$ cat src/rtl/rhs_spi_responder_if.sv
// SPI bus between the rhs_256 master and an RHS2116-style responder.
// The master drives sclk/cs/mosi and the responder drives miso.
interface rhs_spi_responder_if;
  logic sclk;
  logic cs;
  logic mosi;
  logic miso;

  modport master (output sclk, output cs, output mosi, input miso);
  modport slave  (input sclk, input cs, input mosi, output miso);
endinterface

$ cat src/rtl/rhs_spi_responder.sv
// RHS2116-style SPI responder for HIL loopback of rhs_256. SPI pins are oversampled on clk.
// 32-bit commands are decoded, and each response is returned two frames later.
//   state | meaning
//   IDLE  | cs high, waiting for a cs falling edge
//   SHIFT | cs low, fewer than 32 bits received
//   HOLD  | cs low, full frame decoded, extra sclk edges ignored
module rhs_spi_responder #(
  parameter logic [15:0] STARTING_SEED = 16'd0,
  parameter int          NUM_REGS      = 16,
  parameter logic [15:0] CHIP_ID       = 16'h0020
) (
  input  logic                clk,
  input  logic                rstn,
  rhs_spi_responder_if.slave  spi,
  output logic [5:0]          channel_out,
  output logic                frame_done,
  output logic                frame_abort
);
  localparam logic [1:0] ST_IDLE  = 2'd0;
  localparam logic [1:0] ST_SHIFT = 2'd1;
  localparam logic [1:0] ST_HOLD  = 2'd2;
  localparam int AW = (NUM_REGS > 1) ? $clog2(NUM_REGS) : 1;

  logic sclk_s1_q, sclk_s2_q, sclk_e_q;
  logic cs_s1_q, cs_s2_q, cs_e_q;
  logic mosi_s1_q, mosi_s2_q;

  // cs sync flops reset low, so a cs already low at reset release never reads as a new frame.
  always_ff @(posedge clk or negedge rstn) begin
    if (!rstn) begin
      sclk_s1_q <= 1'b0;
      sclk_s2_q <= 1'b0;
      sclk_e_q  <= 1'b0;
      cs_s1_q   <= 1'b0;
      cs_s2_q   <= 1'b0;
      cs_e_q    <= 1'b0;
      mosi_s1_q <= 1'b0;
      mosi_s2_q <= 1'b0;
    end else begin
      sclk_s1_q <= spi.sclk;
      sclk_s2_q <= sclk_s1_q;
      sclk_e_q  <= sclk_s2_q;
      cs_s1_q   <= spi.cs;
      cs_s2_q   <= cs_s1_q;
      cs_e_q    <= cs_s2_q;
      mosi_s1_q <= spi.mosi;
      mosi_s2_q <= mosi_s1_q;
    end
  end

  logic sclk_rise, sclk_fall, cs_fall, cs_rise;
  assign sclk_rise = sclk_s2_q & ~sclk_e_q;
  assign sclk_fall = ~sclk_s2_q & sclk_e_q;
  assign cs_fall   = ~cs_s2_q & cs_e_q;
  assign cs_rise   = cs_s2_q & ~cs_e_q;

  logic [1:0]  state_q, state_d;
  logic [5:0]  bit_cnt_q, bit_cnt_d;
  logic [31:0] rx_shift_q, rx_shift_d;
  logic [31:0] tx_shift_q, tx_shift_d;
  logic        miso_q, miso_d;
  logic [31:0] stage1_q, stage1_d;
  logic [31:0] stage2_q, stage2_d;
  logic [15:0] conv_count_q, conv_count_d;
  logic [5:0]  channel_q, channel_d;
  logic        frame_done_q, frame_done_d;
  logic        frame_abort_q, frame_abort_d;
  logic [15:0] regs_q [NUM_REGS];
  logic [15:0] regs_d [NUM_REGS];

  logic [31:0] cmd, rsp;
  logic [7:0]  addr;
  logic        addr_ok, decode;
  logic [5:0]  bits_seen;
  logic        unused_cmd_bits;

  assign cmd             = {rx_shift_q[30:0], mosi_s2_q};
  assign addr            = cmd[23:16];
  assign addr_ok         = {1'b0, addr} < 9'(NUM_REGS);
  assign decode          = (state_q == ST_SHIFT) && sclk_rise && (bit_cnt_q == 6'd31);
  assign bits_seen       = sclk_rise ? bit_cnt_q + 6'd1 : bit_cnt_q;
  // command bits with no meaning to this responder
  assign unused_cmd_bits = ^{rx_shift_q[31], cmd[29:24]};

  always_comb begin
    rsp = 32'h0;
    case (cmd[31:30])
      2'b00: rsp = {STARTING_SEED + {10'd0, cmd[21:16]}, conv_count_q};
      2'b10: rsp = {16'hFFFF, cmd[15:0]};
      2'b11: begin
        if (addr_ok)             rsp = {16'h0000, regs_q[addr[AW-1:0]]};
        else if (addr == 8'hFF)  rsp = {16'h0000, CHIP_ID};
      end
      default: rsp = 32'h0;
    endcase
  end

  always_comb begin
    state_d       = state_q;
    bit_cnt_d     = bit_cnt_q;
    rx_shift_d    = rx_shift_q;
    tx_shift_d    = tx_shift_q;
    miso_d        = miso_q;
    stage1_d      = stage1_q;
    stage2_d      = stage2_q;
    conv_count_d  = conv_count_q;
    channel_d     = channel_q;
    frame_done_d  = 1'b0;
    frame_abort_d = 1'b0;
    regs_d        = regs_q;
    case (state_q)
      ST_IDLE: begin
        miso_d = 1'b0;
        if (cs_fall) begin
          state_d    = ST_SHIFT;
          bit_cnt_d  = 6'd0;
          rx_shift_d = 32'h0;
          tx_shift_d = stage2_q;
          miso_d     = stage2_q[31];
        end
      end
      ST_SHIFT: begin
        if (sclk_rise) begin
          rx_shift_d = cmd;
          bit_cnt_d  = bit_cnt_q + 6'd1;
          if (decode) begin
            state_d      = ST_HOLD;
            miso_d       = 1'b0;
            tx_shift_d   = 32'h0;
            stage2_d     = stage1_q;
            stage1_d     = rsp;
            frame_done_d = 1'b1;
            if (cmd[31:30] == 2'b00) begin
              conv_count_d = conv_count_q + 16'd1;
              channel_d    = cmd[21:16];
            end
            if (cmd[31:30] == 2'b10 && addr_ok) regs_d[addr[AW-1:0]] = cmd[15:0];
          end
        end else if (sclk_fall) begin
          tx_shift_d = {tx_shift_q[30:0], 1'b0};
          miso_d     = tx_shift_q[30];
        end
        // a frame finishing in the same cycle as cs_rise is a completed frame, not an abort
        if (cs_rise) begin
          state_d       = ST_IDLE;
          bit_cnt_d     = 6'd0;
          rx_shift_d    = 32'h0;
          miso_d        = 1'b0;
          frame_abort_d = !decode && (bits_seen != 6'd0);
        end
      end
      ST_HOLD: begin
        miso_d = 1'b0;
        if (cs_rise) begin
          state_d    = ST_IDLE;
          bit_cnt_d  = 6'd0;
          rx_shift_d = 32'h0;
        end
      end
      default: state_d = ST_IDLE;
    endcase
  end

  always_ff @(posedge clk or negedge rstn) begin
    if (!rstn) begin
      state_q       <= ST_IDLE;
      bit_cnt_q     <= 6'd0;
      rx_shift_q    <= 32'h0;
      tx_shift_q    <= 32'h0;
      miso_q        <= 1'b0;
      stage1_q      <= 32'h0;
      stage2_q      <= 32'h0;
      conv_count_q  <= 16'd0;
      channel_q     <= 6'd0;
      frame_done_q  <= 1'b0;
      frame_abort_q <= 1'b0;
      for (int i = 0; i < NUM_REGS; i++) regs_q[i] <= 16'h0;
    end else begin
      state_q       <= state_d;
      bit_cnt_q     <= bit_cnt_d;
      rx_shift_q    <= rx_shift_d;
      tx_shift_q    <= tx_shift_d;
      miso_q        <= miso_d;
      stage1_q      <= stage1_d;
      stage2_q      <= stage2_d;
      conv_count_q  <= conv_count_d;
      channel_q     <= channel_d;
      frame_done_q  <= frame_done_d;
      frame_abort_q <= frame_abort_d;
      regs_q        <= regs_d;
    end
  end

  assign spi.miso    = miso_q;
  assign channel_out = channel_q;
  assign frame_done  = frame_done_q;
  assign frame_abort = frame_abort_q;
endmodule

$ cat src/flat_wrapper.sv
// flat-port wrapper written by rule: the top's interface ports become plain ports
module rhs_spi_responder_flat 
#(
  parameter logic [15:0] STARTING_SEED = 16'd0,
  parameter int          NUM_REGS      = 16,
  parameter logic [15:0] CHIP_ID       = 16'h0020
)
  (clk, rstn, channel_out, frame_done, frame_abort, spi_sclk, spi_cs, spi_mosi, spi_miso);
  rhs_spi_responder_if spi_i ();
  input  logic clk;
  input  logic rstn;
  output logic [5:0] channel_out;
  output logic frame_done;
  output logic frame_abort;
  input wire logic [$bits(spi_i.sclk)-1:0] spi_sclk;
  input wire logic [$bits(spi_i.cs)-1:0] spi_cs;
  input wire logic [$bits(spi_i.mosi)-1:0] spi_mosi;
  output wire logic [$bits(spi_i.miso)-1:0] spi_miso;
  assign spi_i.sclk = spi_sclk;
  assign spi_i.cs = spi_cs;
  assign spi_i.mosi = spi_mosi;
  assign spi_miso = spi_i.miso;
  rhs_spi_responder #(.STARTING_SEED(STARTING_SEED), .NUM_REGS(NUM_REGS), .CHIP_ID(CHIP_ID)) u_core (.clk(clk), .rstn(rstn), .spi(spi_i), .channel_out(channel_out), .frame_done(frame_done), .frame_abort(frame_abort));
endmodule
$ cat config.mk
export PLATFORM = sky130hd
export DESIGN_NAME = rhs_spi_responder_flat
export DESIGN_NICKNAME = d
export VERILOG_FILES = /design/src/rtl/rhs_spi_responder_if.sv /design/src/rtl/rhs_spi_responder.sv /design/src/flat_wrapper.sv
export SDC_FILE = /design/constraint.sdc
export NUM_CORES = 1
export LEC_CHECK = 0
export ABC_AREA = 1
export CAP_MARGIN = 20
export CORE_MARGIN = 5
export CORE_UTILIZATION = 45
export DETAILED_ROUTE_END_ITERATION = 10
export GPL_TIMING_DRIVEN = 0
export SYNTH_ARGS = -nofsm -noshare
export SYNTH_HDL_FRONTEND = slang
export SYNTH_SLANG_ARGS = --single-unit
$ cat constraint.sdc
create_clock -name clk -period 5 [get_ports clk]
set_input_delay 1 -clock clk [delete_from_list [all_inputs] [get_ports clk]]
set_output_delay 1 -clock clk [all_outputs]
set_load 0.01 [all_outputs]
== After elaboration in Yosys (flattened, before gate mapping) ==
Cells that the tools add are included.

* Output and inout port bits: 9
* Logic and storage cells: 123
* Input bits: 5
* Register bits: 423

* Add/sub/neg operators: 2
* Mux-type cells: 41
* Eq/ne operators: 14
* Bitwise logic cells: 9
* Order comparisons: 3
* Reductions and logical operators: 19

{| class="wikitable"
|+ Operators by type and width
! operator !! count
|-
| 256-bit bitwise mux || 1
|-
| 31-bit 2-to-1 mux || 8
|-
| 32-bit one-hot mux with 3 select lines || 1
|-
| 31-bit one-hot mux with 3 select lines || 1
|-
| 16-bit binary-select mux with 4-bit select || 1
|-
| 16-bit demux with 4-bit select || 1
|-
| 31-bit one-hot mux with 2 select lines || 1
|-
| 16-bit 2-to-1 mux || 3
|-
| 32-bit 2-to-1 mux || 1
|-
| 6-bit 2-to-1 mux || 5
|-
| 4-bit AND reduction || 5
|-
| 6-bit one-hot mux with 3 select lines || 1
|-
| 16-bit by 1-bit adder with 16-bit output (second input constant) || 1
|-
| 1-bit 2-to-1 mux || 10
|-
| 2-bit 2-to-1 mux || 5
|-
| 3-bit by 1-bit != test with 1-bit output (second input constant) || 3
|-
| 3-bit AND reduction || 3
|-
| 8-bit == test (second input constant) || 1
|-
| 8-bit by 5-bit < comparator with 1-bit output (second input constant) || 1
|-
| 6-bit by 1-bit adder with 6-bit output (second input constant) || 1
|-
| 2-bit == test (second input constant) || 3
|-
| 6-bit by 5-bit == test with 1-bit output (second input constant) || 1
|-
| 2-bit one-hot mux with 3 select lines || 1
|-
| 6-bit nonzero test || 1
|-
| other kinds (16) || 28
|}

== Depth between registers and ports, before layout ==
* Depth after elaboration: 8
* Depth in mapped cells: 14
* Mapped depth without buffers: 11

== Worst setup path after synthesis ==
Ideal clock, no wire load.

* Path kind: flip-flop to flip-flop
* Start point: reg u_core.state_q[1]
* End point: reg u_core.regs_q[197] (netlist bit)
* Data required time: 4.884 ns
* Cell stages (with the launch flop): 15
* Path buffers: 3
* Period minus slack after synthesis: 2.087 ns
* Data arrival time: 1.971 ns
* Path slack: 2.913 ns
* Path through: dfrtp_1 > inv_1 > ha_1 > buf_4 > inv_2 > nor3_2 > nand2_2 > clkinv_4 > nand3_4 > buf_4 > nor3_4 > inv_2 > buf_6 > nand2_1 > nand2_1

* Longest elaborated chain between the ends: 4

{| class="wikitable"
|+ Ends and longest elaborated chain
! item !! line !! RTL
|-
| from (decl) || rhs_spi_responder.sv:57 || <nowiki>logic [1:0] state_q, state_d;</nowiki>
|-
| from (signal assigned) || rhs_spi_responder.sv:179 || <nowiki>state_q <= state_d;</nowiki>
|-
| 2-bit by 1-bit == test with 1-bit output (*) || rhs_spi_responder.sv:80, rhs_spi_responder.sv:111 ||
|-
| 1-bit logical AND (2 in series) || rhs_spi_responder.sv:80 || <nowiki>assign decode = (state_q == ST_SHIFT) && sclk_rise && (bit_cnt_q == 6'd31);</nowiki>
|-
| 4-bit AND reduction (no line) (*) || -- ||
|-
| to (signal assigned) || rhs_spi_responder.sv:190 || <nowiki>regs_q <= regs_d;</nowiki>
|-
| to (decl) || rhs_spi_responder.sv:68 || <nowiki>logic [15:0] regs_q [NUM_REGS];</nowiki>
|}

Every way passes the cells marked *; elsewhere a longest branch is shown, timed or not.
A chain may end at the register's enable or synchronous reset.

== Final worst setup path ==
* Start point: reg u_core.rx_shift_q[15]
* End point: reg u_core.stage1_q[8]

* Longest elaborated chain between the ends: 6
* Elaborated cells between the ends (all ways): 7
* Those cells by class: 1 x order compare; 5 x mux; 1 x bitwise

{| class="wikitable"
|+ Ends and longest elaborated chain
! item !! line !! RTL
|-
| from (decl) || rhs_spi_responder.sv:59 || <nowiki>logic [31:0] rx_shift_q, rx_shift_d;</nowiki>
|-
| from (signal assigned) || rhs_spi_responder.sv:181 || <nowiki>rx_shift_q <= rx_shift_d;</nowiki>
|-
| 4-bit NOT with 5-bit output (not written as such) || rhs_spi_responder.sv:91 || <nowiki>if (addr_ok) rsp = {16'h0000, regs_q[addr[AW-1:0]]};</nowiki>
|-
| 16-bit binary-select mux with 4-bit select || rhs_spi_responder.sv:91 ||
|-
| 16-bit 2-to-1 mux (not written as such) (2 in series) || rhs_spi_responder.sv:91 ||
|-
| 32-bit 2-to-1 mux (*) || rhs_spi_responder.sv:91 ||
|-
| 32-bit one-hot mux with 3 select lines (*) || rhs_spi_responder.sv:87 || <nowiki>case (cmd[31:30])</nowiki>
|-
| to (signal assigned) || rhs_spi_responder.sv:184 || <nowiki>stage1_q <= stage1_d;</nowiki>
|-
| to (decl) || rhs_spi_responder.sv:62 || <nowiki>logic [31:0] stage1_q, stage1_d;</nowiki>
|}

Every way passes the cells marked *; elsewhere a longest branch is shown, timed or not. The select of a mux whose other input is x is not followed.

==> summary.md <==
| Metric | Value |
|---|---|
| Sequential power share | `42.7%` |
| Largest cells by area after synthesis | `dfrtp_1, nand2_1, o21ai_0, clkbuf_1, inv_1` |
| Share of flip-flops with an asynchronous set or reset after synthesis | `100.0%` |
| Total of hold buffers inserted after clock tree synthesis | `0` |
| DRC violation count after routing | `0` |
| Worst slew pin tran | `1.181 ns` |
| Number of maximum-capacitance constraint violations | `0` |
| Finished Layout Cells | `3162` |
| Library cell occupying the most area in the post-synthesis netlist | `dfrtp_1` |
| Worst IR Drop VDD | `263.6 uV` |
| WL per Instance | `19.16 um` |
| Post-synth cell types | `37` |
| Post_cts resized | `0` |
| Syn avg cell area | `7.500 sq um` |
| Worst clock skew | `0.01542 ns` |
| Clock period minus worst slack | `3.182 ns` |
| Synthesis-to-layout area growth | `13.26%` |
| Width of the die | `215.0 um` |
| Finish-stage setup viols | `0` |
| Final cell utilization of the core | `51.30%` |
| Vias in the first global route | `15890` |
| Floorplan die area | `46230 sq um` |
| Routed Wire Length | `60570 um` |
| Comb power frac | `11.9%` |
| Routability-driven placement congestion ratio | `1.019` |
| Fraction of power spent switching nets | `27.54%` |
| Flip-flop and latch area | `10130 sq um` |
| Fraction of final layout cells with drive strength greater than 1 | `4.920%` |
| Cell Rows | `75` |
| Largest net degree at the start of global routing | `117` |
| Non-Filler Cell Area, Final | `21420 sq um` |
| Max-Slew Margin vs Limit | `21.25%` |
| Post-synthesis register bit count | `405` |
| Post-CTS Repair Setup Buffers | `0` |
| GRT Overall Usage | `26.15%` |
| Most instantiated flip-flop cell in the synthesis netlist | `dfrtp_1` |
| Max frequency | `0.3143 GHz` |
| Wire length of the first global-routing pass | `93930 um` |
| Kind of launch point of the worst setup path | `flip-flop` |
| # fillers | `4060` |
| CTS root buffer | `clkbuf_16` |
| Outcome | `finished clean` |
| CTS tree | `yes` |
| DRC violation total after the first TritonRoute iteration | `1893` |
| Total number of clock tree sinks | `405` |
| Area of combinational cells with multiple inputs | `7699 sq um` |
| Number of enable flip-flop cells after synthesis | `0` |
| DP Wirelength | `41580 um` |
| Via count | `16790` |
| Data required, critical path | `5.52 ns` |
| Class of the most critical hold timing path | `flip-flop to flip-flop` |
| Leakage power total | `11.05 nW` |
| Power share of the clock group | `45.4%` |
| Critical Path End Type | `flip-flop` |
| Most common library cell in the layout ignoring fill and taps | `nand2_1` |
| Final count of hold timing violations | `0` |
| Warnings from Yosys | `0` |
| Core outline area | `41760 sq um` |
| Number of top-level pins | `14` |
| Later-pin clock latency in the skew report | `0.59 ns` |
| Remaining Overflow, GRT | `0` |
| Final net count | `2600` |
| Worst setup path category | `flip-flop to flip-flop` |
| Net switching power | `2.171 mW` |
| Power per standard cell area | `368.0 nW/um^2` |
| Unrepaired setup endpoints after global routing | `no` |
| Clock buffer count from CTS | `46` |
| Post-synthesis cell area | `18910 sq um` |
| Critical path fanouts, max | `10` |
| H-tree levels | `2` |
| Portion of synthesized cell area occupied by the leading cell type | `53.58%` |
| Number of instances in the synthesized netlist | `2522` |
| Final slew viol count | `0` |
| Via density per instance | `5.310` |
| Initial standard-cell utilization of the core | `45.29%` |
| Internal Pwr Total | `5.712 mW` |
| Number of port buffers | `13` |
| Critical Path AT | `3.70 ns` |
| Antenna violations before repair | `3` |
| Post-Place Cell Area | `19830 sq um` |
| Chip height | `215.0 um` |
| Clock Pin Slew Worst Setup and Hold Paths | `0.06 ns` |
| Longest Clk Path Bufs | `3` |
| Highest-count cells in the layout ignoring fill and taps | `nand2_1, dfrtp_1, o21ai_0, clkbuf_1, inv_1` |
| DRT Pass-1 Iters | `8` |
| Sequential cell area fraction in the yosys report | `53.58%` |
| Final critical-path share of the clock period | `63.63%` |
| Placed cell count | `3078` |
| Synthesized net count | `2535` |
| Final-layout worst hold slack | `0.3516 ns` |
| Count of nets left with antenna violations after detail routing | `0` |
critical path: stages (launching register included):
cell and delay (ns):
dfrtp_1 0.33, clkbuf_1 0.36, clkbuf_1 0.70, clkbuf_1 0.64
nand2_1 0.11, nand2_1 0.10, nand2_1 0.05, nand2_1 0.14
nand2_1 0.07, nand2_1 0.15, o21ai_0 0.19, nand2_1 0.13
nand2_1 0.06, nand2_1 0.07
metal layers:
metal	vias up	share of wire [%]	GRT usage [%]
met3	142	7.5	4.954
met1	8063	43	36.29
met4	0	3.9	9.110
met5	-	0	0
met2	630	46	41.56
li1	7956	-	-
Yosys cell counts, types with 4 or more instances:
cell type and number:
inv_2 9, dfrtp_1 405, nand4_1 4, clkbuf_1 130
ha_1 8, o211ai_1 6, inv_1 95, buf_2 23
nor3_1 7, nor2_1 40, o22ai_1 15, o21ai_1 14
a21oi_1 13, nor3_2 6, nand3_1 63, buf_1 7
xor2_1 15, o21ai_0 265, nand2_1 1372
through the flow:
| stage | setup WS [ns] | total power [mW] | setup TNS, ns |
|---|---|---|---|
| 2_1_floorplan | 2.913 | 3.997 | 0 |
| 3_3_place_gp | -15.17 | 4.341 | -6117.87 |
| 3_5_place_dp | 1.972 | 4.359 | 0 |
| 4_1_cts | 1.931 | 7.934 | 0 |
| 5_1_grt | 1.689 | 8.162 | 0 |
| 6_report | 1.818 | 7.883 | 0 |
power groups by stage:
stage               sequential [mW]  combinational (mW)  clock (mW)
floorplan                      3.42               0.579           0
global placement               3.43               0.911           0
detailed placement             3.43               0.934           0
CTS                            3.37               0.942        3.63
global route                   3.37                1.04        3.75
finish                         3.37               0.942        3.58
layout make-up:
| class | count | area share [%] |
|---|---|---|
| Sequential cell | 405 | 47.31 |
| Multi-Input combinational cell | 1844 | 35.94 |
| Clock buffer | 67 | 6.115 |
| Tap cell | 539 | 3.148 |
| Buffer | 165 | 3.119 |
| Inverter | 108 | 1.927 |
| Clock inverter | 16 | 1.291 |
| Timing Repair Buffer | 17 | 1.145 |
| Antenna cell | 1 | 0.01168 |
registers in the layout, summed over array words and instances, names as in the netlist:
name and flops:
u_core.frame_done 1, u_core.stage2_q 23, u_core.cs_s1_q 1, u_core.conv_count_q 16, u_core.stage1_q 23, u_core.sclk_e_q 1, u_core.sclk_s1_q 1, u_core.spi.miso 1
u_core.tx_shift_q 31, u_core.bit_cnt_q 6, u_core.regs_q 256, u_core.cs_e_q 1, u_core.frame_abort 1, u_core.channel_out 6, u_core.sclk_s2_q 1, u_core.rx_shift_q 31
u_core.mosi_s2_q 1, u_core.state_q 2, u_core.mosi_s1_q 1, u_core.cs_s2_q 1
final timing paths:
| check | start | end | slack (ns) | depth (start not counted) |
|---|---|---|---|---|
| max | u_core.rx_shift_q[15] | u_core.stage1_q[8] | 1.82 | 13 |
| min | u_core.mosi_s1_q | u_core.mosi_s2_q | 0.35 | 0 |
| max reg2reg | u_core.rx_shift_q[15] | u_core.stage1_q[8] | 1.82 | 13 |
| min reg2reg | u_core.mosi_s1_q | u_core.mosi_s2_q | 0.35 | 0 |
| max in group asynchronous | rstn | u_core.regs_q[75] | 3.51 | 3 |
| min in group asynchronous | rstn | u_core.regs_q[216] | 0.48 | 2 |
logic make-up (layout without fill, tap and decap cells):
logic type	Yosys count	in the layout	share of synthesized area, %
flip-flops	405	405	53.58
AO/OA/AOI/OAI	316	316	8.573
adder cells (fa/ha/maj)	8	8	0.5292
buffers and inverters	273	373	5.715
other	0	1	0
XOR/XNOR	16	16	0.7409
AND/OR/NAND/NOR	1504	1504	30.86
Note: power is estimated with default switching activity, not from simulation.
